[src/rtl/adder.sv]
// 32-bit unsigned adder built from eight 4-bit carry-lookahead groups, with
// combinational sum outputs and a registered copy of the sum and carry.
module adder (
  input  logic        clk,
  input  logic        rst_n,
  input  logic [31:0] a_in,
  input  logic [31:0] b_in,
  input  logic        car_in,
  output logic [31:0] result,
  output logic        car_out,
  output logic [31:0] result_q,
  output logic        car_out_q
);

  logic [31:0] gen;
  logic [31:0] prop;
  logic [31:0] carry_into;
  logic        carry_top;
  logic [31:0] result_d;
  logic        car_out_d;

  assign gen  = a_in & b_in;
  assign prop = a_in ^ b_in;

  // Group carries are computed in one procedural chain so the inter-group
  // ripple does not form a combinational loop through a shared vector.
  always_comb begin : cla_chain
    logic [3:0] g;
    logic [3:0] p;
    logic       c0;
    // NOTE: combinational blocks use blocking '=' so each line sees the value
    // computed just above it; every output gets a default to avoid latches.
    carry_into = '0;
    g          = '0;
    p          = '0;
    c0         = car_in;
    for (int grp = 0; grp < 8; grp++) begin
      g = gen[grp*4 +: 4];
      p = prop[grp*4 +: 4];
      carry_into[grp*4]   = c0;
      carry_into[grp*4+1] = g[0] | (p[0] & c0);
      carry_into[grp*4+2] = g[1] | (p[1] & g[0]) | (p[1] & p[0] & c0);
      carry_into[grp*4+3] = g[2] | (p[2] & g[1]) | (p[2] & p[1] & g[0])
                          | (p[2] & p[1] & p[0] & c0);
      c0 = g[3] | (p[3] & g[2]) | (p[3] & p[2] & g[1])
         | (p[3] & p[2] & p[1] & g[0]) | (p[3] & p[2] & p[1] & p[0] & c0);
    end
    carry_top = c0;
  end

  assign result  = prop ^ carry_into;
  assign car_out = carry_top;

  always_comb begin
    result_d  = result;
    car_out_d = car_out;
  end

  // NOTE: sequential state uses non-blocking '<=' and an asynchronous
  // active-low reset, so the outputs clear the moment rst_n falls.
  always_ff @(posedge clk or negedge rst_n) begin
    if (!rst_n) begin
      result_q  <= '0;
      car_out_q <= 1'b0;
    end else begin
      result_q  <= result_d;
      car_out_q <= car_out_d;
    end
  end

endmodule

[config.mk]
export PLATFORM = sky130hd
export DESIGN_NAME = adder
export DESIGN_NICKNAME = d
export VERILOG_FILES = /design/src/rtl/adder.sv
export SDC_FILE = /design/constraint.sdc
export NUM_CORES = 1
export LEC_CHECK = 0
export CAP_MARGIN = 0
export CORE_ASPECT_RATIO = 1.5
export CORE_MARGIN = 2
export CORE_UTILIZATION = 38
export CTS_CLUSTER_SIZE = 10
export DETAILED_ROUTE_END_ITERATION = 6
export GPL_ROUTABILITY_DRIVEN = 0
export MAX_ROUTING_LAYER = met4
export PLACE_DENSITY_LB_ADDON = 0.3
export SLEW_MARGIN = 30
export SYNTH_ARGS = -nofsm -noshare
export SYNTH_HDL_FRONTEND = slang
export SYNTH_SLANG_ARGS = --single-unit
[constraint.sdc]
create_clock -name clk -period 3.5 [get_ports clk]
set_input_delay 0.35 -clock clk [delete_from_list [all_inputs] [get_ports clk]]
set_output_delay 0.35 -clock clk [all_outputs]
set_load 0.01 [all_outputs]
==> reports/results.txt <==
Starting Density = 0.391
DR pass1 iterations = 4
Starting DRT DRC Count = 82
fraction of registers with async set/reset = 1.00
Yosys Warn Count = 0
GR Util All Layers = 0.221
f_max = 0.290 GHz
WP data required = 3150 ps
Die ar. = 6560 um^2
Area Growth Syn to Fin = 96.8%
crit path DAT = 3100 ps
Final Hold Vio Count = 0
share of layout cells above drive strength 1 = 0.286
placed cell area = 4010 um^2
Setup Viol. Count Final = 0
number of remaining DRC errors = 0
sequential area share after synthesis = 0.367
WS Path Type = in2out
leakage = 2.13 nW
clock buffer depth = 2
top cells by instance count after synthesis = 33 x dfrtp_1, 32 x ha_1, 16 x a21o_1
Die Span Y = 98.2 um
worst vdd ir = 0.242 mV
Antenna Cells = 0
worst setup margin = 47.8 ps
Core Rows = 34
Design Area, Final = 4420 um^2
Final Power = 1.69 mW
CP peak stage delay = 490 ps
worst-margin pin slew = 766 ps
top_reg_cell synth = dfrtp_1
Max stage delay cell, worst path = clkdlybuf4s50_1
Net Count, Synth = 301
PD cells = 381 nW/um^2
CTS buffer count = 5
Max-slew headroom = 0.489
Syn Area/Cell = 11.6 um^2
maxcap violations = 0
Post-DP HPWL = 5410 um
post-synth top area share = 0.367
total grt overflow = 0
input/output buffers = 132
post-DR wirelength/cell = 15.3 um
pre-CTS setup slack = -705 ps
Yosys reg bits = 33
nets = 494
TritonCTS clock tree = done
most frequent cell after synthesis = dfrtp_1
Min Hold Slack = 122 ps
Synth Instances = 194
Period minus WS final = 3450 ps
register clock-pin slew on the reported worst setup and hold paths = 80 ps
WL final = 7020 um
initial antenna violation count = 0
cts hold-fix bufs = 0
via count = 2327
clk sinks = 33
Critical Path Start Type = primary input
first-pass GRT wire length = 10900 um
area leader, netlist = dfrtp_1
Slew Limit Fails = 0
maximum fanout along the worst path = 3
Core Region = 5740 um^2
Root Buffer = clkbuf_8
Final ANT Viol Nets = 0
Post-synth EDFFs = 0
hold crit path type = in2async
Area contributors post-synth = dfrtp_1 37%, ha_1 18%, fa_1 7.1%
netlist area before placement = 2250 um^2
Tcrit/Tclk final = 0.986
CP Cell Sequence = clkdlybuf4s50_1 > ha_1 > and3_4 > nand4_1 > and3_4 > buf_4 > o21a_4 > a21oi_4 > fa_1 > clkdlybuf4s50_1
post-DR vias/cell = 5.06
post-route setup TNS = 0 ps
DIE WIDTH = 66.8 um
IO Pins = 133
status = complete, no violations
H-tree depth = 2
largest net degree at the start of global routing = 34
kind of end point of the critical path = primary output
number of global-route vias before repair = 2510
library cells used by synthesis = 38
==> cells in the final DEF, fill, tap and decap left out, types with 3 or more instances in the layout <==
cell type / instances
buf_4: 54
and3_4: 4
dfrtp_1: 33
xor2_1: 9
o21ai_0: 3
nand2_1: 4
ha_2: 3
clkdlybuf4s50_1: 79
buf_2: 3
dlymetal6s2s_1: 18
fa_1: 6
nor2_1: 3
dlygate4sd2_1: 27
a21oi_4: 3
clkbuf_8: 7
o21a_1: 3
clkdlybuf4s15_1: 3
a21o_1: 16
a21oi_2: 3
nand4_1: 5
ha_4: 11
xnor2_1: 10
ha_1: 18
inv_1: 8
a21oi_1: 10
==> power by group <==
part           internal (mW)  leakage, nW  switching, mW
clock                  0.178       0.0542          0.149
combinational          0.506         1.70          0.372
sequential             0.460        0.384         0.0206
==> worst max-delay path: cells and delay by family <==
kind / cells / cell delay (ps)
adders and majority gates: 2 / 780
and+or+nand+nor: 3 / 550
buffers and inverters: 3 / 1030
AOI/OAI and AO/OA: 2 / 390
==> timing repair <==
action	4_1_cts	5_1_grt
resized for setup	66	42
gates cloned	0	0
setup buffers	4	3
endpoints found under the setup margin	25	16
pin swaps	23	21
==> worst paths after layout <==
kind | start | end | cells after the start
max in group asynchronous | rst_n | result_q[25] | 1
max | a_in[6] | result[16] | 10
min | rst_n | result_q[0] | 1
min in group clk | a_in[8] | result_q[8] | 2
==> layout make-up <==
type,count,area (um^2)
Timing Repair Buffer,186,1730
Multi-Input combinational cell,153,1650
Fill cell,388,1320
Sequential cell,33,826
Clock buffer,7,96.3
Tap cell,72,90.1
Inverter,8,30.0
Clock inverter,1,5.00
==> logic make-up (layout without fill, tap and decap cells) <==
group | Yosys count | in the layout | share of synthesized area
simple gates | 35 | 35 | 0.0924
xor+xnor | 21 | 21 | 0.0818
flops | 33 | 33 | 0.367
buf+inv | 8 | 202 | 0.0134
compound gates | 57 | 57 | 0.195
fa+ha+maj | 40 | 40 | 0.249
==> through the flow <==
stage | cells | util
CTS | 457 | 0.732
floorplan | 194 | -
finish | 460 | 0.770
global route | 460 | 0.770
detailed placement | 445 | 0.698
global placement | 445 | 0.698
==> registers in the layout, summed over array words and instances (netlist names) <==
name	cells
result_q	32
car_out_q	1
==> routing by layer <==
| layer | routed length (um) | vias up | track usage |
|---|---|---|---|
| li1 | - | 1098 | - |
| met1 | 2330 | 1115 | 0.197 |
| met2 | 4110 | 97 | 0.427 |
| met3 | 416 | 17 | 0.0472 |
| met4 | 165 | 0 | 0.0879 |
| met5 | 0 | - | - |
Note: power is estimated with default switching activity, not from simulation.
